==> config.mk <==
export PLATFORM = sky130hd
export DESIGN_NAME = core_mac_ctrl_flat
export DESIGN_NICKNAME = d
export VERILOG_FILES = /design/src/rtl/core_mac_ctrl_if.sv /design/src/rtl/core_mac_ctrl.sv /design/src/flat_wrapper.sv
export SDC_FILE = /design/constraint.sdc
export NUM_CORES = 1
export LEC_CHECK = 0
export CAP_MARGIN = 25
export CORE_AREA = 2 2 120 122
export CTS_BUF_LIST = sky130_fd_sc_hd__clkbuf_8
export CTS_CLUSTER_DIAMETER = 120
export DETAILED_ROUTE_END_ITERATION = 12
export DIE_AREA = 0 0 122 124
export GPL_TIMING_DRIVEN = 0
export PLACE_DENSITY_LB_ADDON = 0.2
export RECOVER_POWER = 100
export SYNTH_ARGS = -nofsm -noshare
export SYNTH_HDL_FRONTEND = slang
export SYNTH_SLANG_ARGS = --single-unit
==> constraint.sdc <==
create_clock -name clk -period 7.9 [get_ports clk]
set_clock_uncertainty 0.05 [all_clocks]
set_input_delay 1.58 -clock clk [delete_from_list [all_inputs] [get_ports clk]]
set_output_delay 1.58 -clock clk [all_outputs]
set_load 0.005 [all_outputs]
==> src/rtl/core_mac_ctrl_if.sv <==
// Scheduler / memory / buffer signal bundle of the core MAC sequencer.
// master = scheduler side, slave = core_mac_ctrl.
interface core_mac_ctrl_if #(
  parameter int GBUS_ADDR = 12,
  parameter int LBUF_ADDR = 4,
  parameter int CDATA_BIT = 8
);
  logic                 start;
  logic [GBUS_ADDR-1:0] cfg_base_addr;
  logic [CDATA_BIT-1:0] cfg_acc_num;
  logic [CDATA_BIT-1:0] cfg_row_num;
  logic                 mac_stall;
  logic [GBUS_ADDR-1:0] cmem_raddr;
  logic                 cmem_ren;
  logic [LBUF_ADDR-1:0] lbuf_waddr;
  logic                 lbuf_wen;
  logic [LBUF_ADDR-1:0] lbuf_raddr;
  logic                 lbuf_ren;
  logic [LBUF_ADDR-1:0] abuf_raddr;
  logic                 abuf_ren;
  logic                 acc_last;
  logic                 busy;
  logic                 done;

  modport master (
    output start, cfg_base_addr, cfg_acc_num,
    output cfg_row_num, mac_stall,
    input  cmem_raddr, cmem_ren,
    input  lbuf_waddr, lbuf_wen,
    input  lbuf_raddr, lbuf_ren,
    input  abuf_raddr, abuf_ren,
    input  acc_last, busy, done
  );

  modport slave (
    input  start, cfg_base_addr, cfg_acc_num,
    input  cfg_row_num, mac_stall,
    output cmem_raddr, cmem_ren,
    output lbuf_waddr, lbuf_wen,
    output lbuf_raddr, lbuf_ren,
    output abuf_raddr, abuf_ren,
    output acc_last, busy, done
  );
endinterface

==> src/rtl/core_mac_ctrl.sv <==
// Single-job sequencer: streams core memory into the LBUF ring
// and drains LBUF/ABUF into the MAC line, tagging row ends.
module core_mac_ctrl #(
  parameter int GBUS_ADDR  = 12,
  parameter int LBUF_DEPTH = 16,
  parameter int LBUF_ADDR  = 4,
  parameter int CDATA_BIT  = 8
) (
  input logic clk,
  input logic rst,
  core_mac_ctrl_if.slave bus
);

  localparam int NW = 2 * CDATA_BIT;
  localparam logic [LBUF_ADDR:0] FULL =
    (LBUF_ADDR+1)'(LBUF_DEPTH);

  typedef enum logic [1:0] {
    IDLE,
    RUN,
    DONE
  } state_t;

  state_t               state;
  logic [GBUS_ADDR-1:0] base;
  logic [CDATA_BIT-1:0] acc;
  logic [CDATA_BIT-1:0] idx;
  logic [NW-1:0]        total;
  logic [NW-1:0]        issued;
  logic [NW-1:0]        consumed;
  logic [LBUF_ADDR:0]   occ;
  logic [LBUF_ADDR:0]   valid;
  logic [LBUF_ADDR-1:0] wptr;
  logic [LBUF_ADDR-1:0] rptr;
  logic [LBUF_ADDR-1:0] waddr_q;
  logic                 wen_q;
  logic                 busy_q;
  logic                 done_q;
  logic                 run;
  logic                 prod;
  logic                 cons;
  logic                 row_end;
  logic [NW-1:0]        n_cfg;

  assign n_cfg = NW'(bus.cfg_acc_num) * NW'(bus.cfg_row_num);

  assign run     = state == RUN;
  assign cons    = run && valid != '0 && !bus.mac_stall;
  // A full ring may still issue when the same cycle frees a slot.
  assign prod    = run && issued < total && (occ < FULL || cons);
  assign row_end = idx == acc - CDATA_BIT'(1);

  assign bus.cmem_raddr = base + GBUS_ADDR'(issued);
  assign bus.cmem_ren   = prod;
  assign bus.lbuf_wen   = wen_q;
  assign bus.lbuf_waddr = waddr_q;
  assign bus.lbuf_raddr = rptr;
  assign bus.lbuf_ren   = cons;
  assign bus.abuf_ren   = cons;
  assign bus.abuf_raddr = LBUF_ADDR'(idx);
  assign bus.acc_last   = cons && row_end;
  assign bus.busy       = busy_q;
  assign bus.done       = done_q;

  always_ff @(posedge clk) begin
    if (!rst) begin
      state    <= IDLE;
      base     <= '0;
      acc      <= '0;
      idx      <= '0;
      total    <= '0;
      issued   <= '0;
      consumed <= '0;
      occ      <= '0;
      valid    <= '0;
      wptr     <= '0;
      rptr     <= '0;
      waddr_q  <= '0;
      wen_q    <= 1'b0;
      busy_q   <= 1'b0;
      done_q   <= 1'b0;
    end else begin
      wen_q <= prod;
      unique case (state)
        IDLE: begin
          if (bus.start) begin
            base     <= bus.cfg_base_addr;
            acc      <= bus.cfg_acc_num;
            total    <= n_cfg;
            idx      <= '0;
            issued   <= '0;
            consumed <= '0;
            occ      <= '0;
            valid    <= '0;
            wptr     <= '0;
            rptr     <= '0;
            busy_q   <= 1'b1;
            if (n_cfg == '0) begin
              state  <= DONE;
              done_q <= 1'b1;
            end else begin
              state  <= RUN;
            end
          end
        end
        RUN: begin
          if (prod) begin
            waddr_q <= wptr;
            wptr    <= wptr + LBUF_ADDR'(1);
            issued  <= issued + NW'(1);
          end
          unique case ({prod, cons})
            2'b10:   occ <= occ + (LBUF_ADDR+1)'(1);
            2'b01:   occ <= occ - (LBUF_ADDR+1)'(1);
            default: occ <= occ;
          endcase
          unique case ({wen_q, cons})
            2'b10:   valid <= valid + (LBUF_ADDR+1)'(1);
            2'b01:   valid <= valid - (LBUF_ADDR+1)'(1);
            default: valid <= valid;
          endcase
          if (cons) begin
            rptr     <= rptr + LBUF_ADDR'(1);
            consumed <= consumed + NW'(1);
            idx      <= row_end ? '0 : idx + CDATA_BIT'(1);
            if (consumed == total - NW'(1)) begin
              state  <= DONE;
              done_q <= 1'b1;
            end
          end
        end
        DONE: begin
          state  <= IDLE;
          busy_q <= 1'b0;
          done_q <= 1'b0;
        end
        default: state <= IDLE;
      endcase
    end
  end

endmodule

==> src/flat_wrapper.sv <==
// flat-port wrapper written by rule: the top's interface ports become plain ports
module core_mac_ctrl_flat 
#(
  parameter int GBUS_ADDR  = 12,
  parameter int LBUF_DEPTH = 16,
  parameter int LBUF_ADDR  = 4,
  parameter int CDATA_BIT  = 8
)
  (clk, rst, bus_start, bus_cfg_base_addr, bus_cfg_acc_num, bus_cfg_row_num, bus_mac_stall, bus_cmem_raddr, bus_cmem_ren, bus_lbuf_waddr, bus_lbuf_wen, bus_lbuf_raddr, bus_lbuf_ren, bus_abuf_raddr, bus_abuf_ren, bus_acc_last, bus_busy, bus_done);
  core_mac_ctrl_if #(.GBUS_ADDR(GBUS_ADDR), .LBUF_ADDR(LBUF_ADDR), .CDATA_BIT(CDATA_BIT)) bus_i ();
  input logic clk;
  input logic rst;
  input wire logic [$bits(bus_i.start)-1:0] bus_start;
  input wire logic [$bits(bus_i.cfg_base_addr)-1:0] bus_cfg_base_addr;
  input wire logic [$bits(bus_i.cfg_acc_num)-1:0] bus_cfg_acc_num;
  input wire logic [$bits(bus_i.cfg_row_num)-1:0] bus_cfg_row_num;
  input wire logic [$bits(bus_i.mac_stall)-1:0] bus_mac_stall;
  output wire logic [$bits(bus_i.cmem_raddr)-1:0] bus_cmem_raddr;
  output wire logic [$bits(bus_i.cmem_ren)-1:0] bus_cmem_ren;
  output wire logic [$bits(bus_i.lbuf_waddr)-1:0] bus_lbuf_waddr;
  output wire logic [$bits(bus_i.lbuf_wen)-1:0] bus_lbuf_wen;
  output wire logic [$bits(bus_i.lbuf_raddr)-1:0] bus_lbuf_raddr;
  output wire logic [$bits(bus_i.lbuf_ren)-1:0] bus_lbuf_ren;
  output wire logic [$bits(bus_i.abuf_raddr)-1:0] bus_abuf_raddr;
  output wire logic [$bits(bus_i.abuf_ren)-1:0] bus_abuf_ren;
  output wire logic [$bits(bus_i.acc_last)-1:0] bus_acc_last;
  output wire logic [$bits(bus_i.busy)-1:0] bus_busy;
  output wire logic [$bits(bus_i.done)-1:0] bus_done;
  assign bus_i.start = bus_start;
  assign bus_i.cfg_base_addr = bus_cfg_base_addr;
  assign bus_i.cfg_acc_num = bus_cfg_acc_num;
  assign bus_i.cfg_row_num = bus_cfg_row_num;
  assign bus_i.mac_stall = bus_mac_stall;
  assign bus_cmem_raddr = bus_i.cmem_raddr;
  assign bus_cmem_ren = bus_i.cmem_ren;
  assign bus_lbuf_waddr = bus_i.lbuf_waddr;
  assign bus_lbuf_wen = bus_i.lbuf_wen;
  assign bus_lbuf_raddr = bus_i.lbuf_raddr;
  assign bus_lbuf_ren = bus_i.lbuf_ren;
  assign bus_abuf_raddr = bus_i.abuf_raddr;
  assign bus_abuf_ren = bus_i.abuf_ren;
  assign bus_acc_last = bus_i.acc_last;
  assign bus_busy = bus_i.busy;
  assign bus_done = bus_i.done;
  core_mac_ctrl #(.GBUS_ADDR(GBUS_ADDR), .LBUF_DEPTH(LBUF_DEPTH), .LBUF_ADDR(LBUF_ADDR), .CDATA_BIT(CDATA_BIT)) u_core (.clk(clk), .rst(rst), .bus(bus_i));
endmodule
==> impl_metrics.toml <==
[logic_synthesis]
synth_top_area_cell = "dfxtp_1"
ys_warn_count = 0
synth_area_leaders = "dfxtp_1 25%, ha_1 12%, fa_1 9.5%"
ys_ff_latch = 103
synth_nets = 1168
synth.most_common_cell = "nand2_1"
synth-edff-count = 0
ys_seq_area_frac = 0.251
ys.flop_type = "dfxtp_1"
synth.distinct_cells = 65
syn_avg_cell_area_um2 = 8.04
synthTopCellsByCount = "139 x nand2_1, 103 x dfxtp_1, 91 x nor2_1"
syn-instance-count = 1020
synth_async_sr_flop_share = 0
synth_top_area_frac = 0.251
syn_area_mm2 = 0.00820

[die]
core-area_mm2 = 0.0137
io_pins = 63
start_util = 0.598
dieArea_mm2 = 0.0151
std_cell_rows = 43
die_w_um = 122
fp.dieH_um = 124

[drt]
drt-met1-wl_um = 8520
top_layer_used = "met4"
routed_wl_um = 19400
postRouteAntennaNets = 0
num_vias = 7263
drt_iter0_drc = 473
met3_length_um = 885
drtPass1Iterations = 5
wl_met2_um = 9580
route.detailed.drc = 0
viasPerCell = 5.69
wire_per_inst_um = 15.2

[timing]
grt_setup_unrepaired = "false"
finalSetupViolCount = 0
worstMarginPinSlew_ps = 692
hold_violations = 0
whs_ps = 416
post-route-period-util = 0.877
min_period_ps = 6920
slew_viol_final = 0
setup_tns_ps = 0
clock.fmax_mhz = 144
relSlewSlack = 0.539

[cts]
cts_buffer_depth = 2
cts_tree = "done"
cts_sinks = 103
insertion_delay_ps = 390
postCtsSetupBuffers = 0
cts_htree_levels = 3
cts_resized = 0
clockRootBuffer = "clkbuf_8"
hold_buffers = 0
clk_pin_slew_worst_paths_ps = 100
numCtsBuffers = 9

[power]
swShare = 0.416
p_sw_mw = 0.724
p_int_mw = 1.02
power_frac_clock = 0.187
power_density_mw_per_mm2 = 189
peakVddDrop_uv = 113
seqPwrFrac = 0.344
pwr-share-comb = 0.469
leakage_nw = 4.00
power_mw = 1.74

[global_route]
antenna_found_initial = 0
grt-ovfl-total = 0
grt_pass1_vias = 6976
grt_max_degree = 17
grt_pass1_wl_um = 32400
grtUsageTotal = 0.269

[critical_path]
crit_chain = "dlygate4sd3_1 -> and2_0 -> fa_1 -> fa_1 -> fa_1 -> inv_1 -> fa_1 -> inv_1 -> ha_1 -> nand3_1 -> a2111oi_0 -> nor2_1 -> xor2_1 -> or3b_1 -> nor3_1 -> a311oi_1 -> o211a_1"
critPathMaxFanout = 9
slowest_delay_ps = 790
cp-start-kind = "input pin"
crit_path_end_kind = "flop"
crit_top_cell = "fa_1"
cp.arrival_ps = 7170
critPathSlowestCell = "dlygate4sd3_1"
path_class = "input pin to flop"
critPathRequiredTime_ps = 8140

[cells_and_area]
synthToLayoutAreaGrowth_pct = 12.3
seq_area_mm2 = 0.00206
multi_input_area_mm2 = 0.00563
final_nets = 1240
fill_cells = 1217
drive_gt1_frac = 0.0319
diodes = 0

[run_status]
status = "finished clean"

[place]
hpwl_um = 15300
place.gp.congestion = 0.895
port_buffers = 60

[run]
cap_violations = 0

[worst_hold_path]
hp-class = "flop to flop"
[worst max-delay path, delay by kind of cell]
kind | cells | cell delay, ps
fa+ha+maj | 5 | 2390
simple gates | 5 | 1140
compound gates | 3 | 980
buf+inv | 3 | 880
xor+xnor | 1 | 190
[flip-flops by register name (all words and copies together), names as in the netlist]
signal and count:
u_core.bus.lbuf_waddr 4, u_core.issued 16, u_core.total 16, u_core.bus.done 1, u_core.occ 5, u_core.state 2
u_core.consumed 16, u_core.wptr 4, u_core.acc 8, u_core.bus.busy 1, u_core.bus.lbuf_raddr 4, u_core.base 12
u_core.valid 5, u_core.idx 8, u_core.bus.lbuf_wen 1
[metal layers]
layer | track usage | up-vias
met5 | 0 | -
met4 | 0.0920 | 0
met3 | 0.0330 | 30
met2 | 0.481 | 155
met1 | 0.335 | 3465
li1 | - | 3613
[cells in the final DEF, fill, tap and decap left out, types with 18 or more instances in the layout]
cell / n
inv_1: 91
nor3_1: 24
o21ai_0: 19
and2_1: 47
clkbuf_1: 30
dlygate4sd3_1: 29
fa_1: 39
nand2_1: 139
nand4_1: 18
nand3_1: 22
dfxtp_1: 103
a21oi_1: 86
xor2_1: 36
ha_1: 77
nor2_1: 91
clkdlybuf4s50_1: 31
xnor2_1: 42
[cell type report]
| cell class | instances | share of cell area |
|---|---|---|
| multi-input cells | 790 | 0.611 |
| flip-flops and latches | 103 | 0.224 |
| repair buffers | 61 | 0.0656 |
| inverters | 91 | 0.0371 |
| well taps | 180 | 0.0245 |
| plain buffers | 36 | 0.0179 |
| clock buffers | 11 | 0.0164 |
| clock inverters | 5 | 0.00353 |
[power by group through the flow]
stage                     clock (mW)  combinational, mW  sequential, mW
final                          0.325              0.817           0.599
after global routing           0.346              0.935           0.603
after CTS                      0.327              0.823           0.597
after detailed placement           0              0.817           0.609
after global placement             0              0.801           0.608
after floorplan                    0              0.631           0.593
[stage by stage]
stage | cell area [um^2] | setup WS, ps | std cells | util
floorplan | 8200 | 1690 | 1020 | -
global placement | 9020 | 702 | 1260 | 0.658
detailed placement | 9030 | 671 | 1261 | 0.658
CTS | 9220 | 1080 | 1277 | 0.672
global route | 9210 | 629 | 1277 | 0.671
finish | 9210 | 975 | 1277 | 0.671
[logic make-up (layout without fill, tap and decap cells)]
kind of cell             count (synthesis)  after routing  share of synthesized area
AO/OA/AOI/OAI                          194            194                      0.152
XOR/XNOR                                78             78                     0.0833
adder cells (fa/ha/maj)                116            116                      0.213
buffers and inverters                  127            204                     0.0623
flip-flops                             103            103                      0.251
multiplexers                             1              1                    0.00122
AND/OR/NAND/NOR                        401            401                      0.237
[final timing paths]
check / from / to / slack, ps / cells past startpoint
worst max-delay path: bus_cfg_acc_num[1] / u_core.state[0]$_SDFFE_PN0P_ / 980 / 17
worst min-delay path: u_core.base[5]$_SDFFE_PN0P_ / u_core.base[5]$_SDFFE_PN0P_ / 420 / 2
worst max register to register: u_core.total[6]$_SDFFE_PN0P_ / u_core.occ[4]$_SDFFE_PN0P_ / 3260 / 16
worst min register to register: u_core.base[5]$_SDFFE_PN0P_ / u_core.base[5]$_SDFFE_PN0P_ / 420 / 2
No activity file was read; power rests on OpenSTA's default activity.
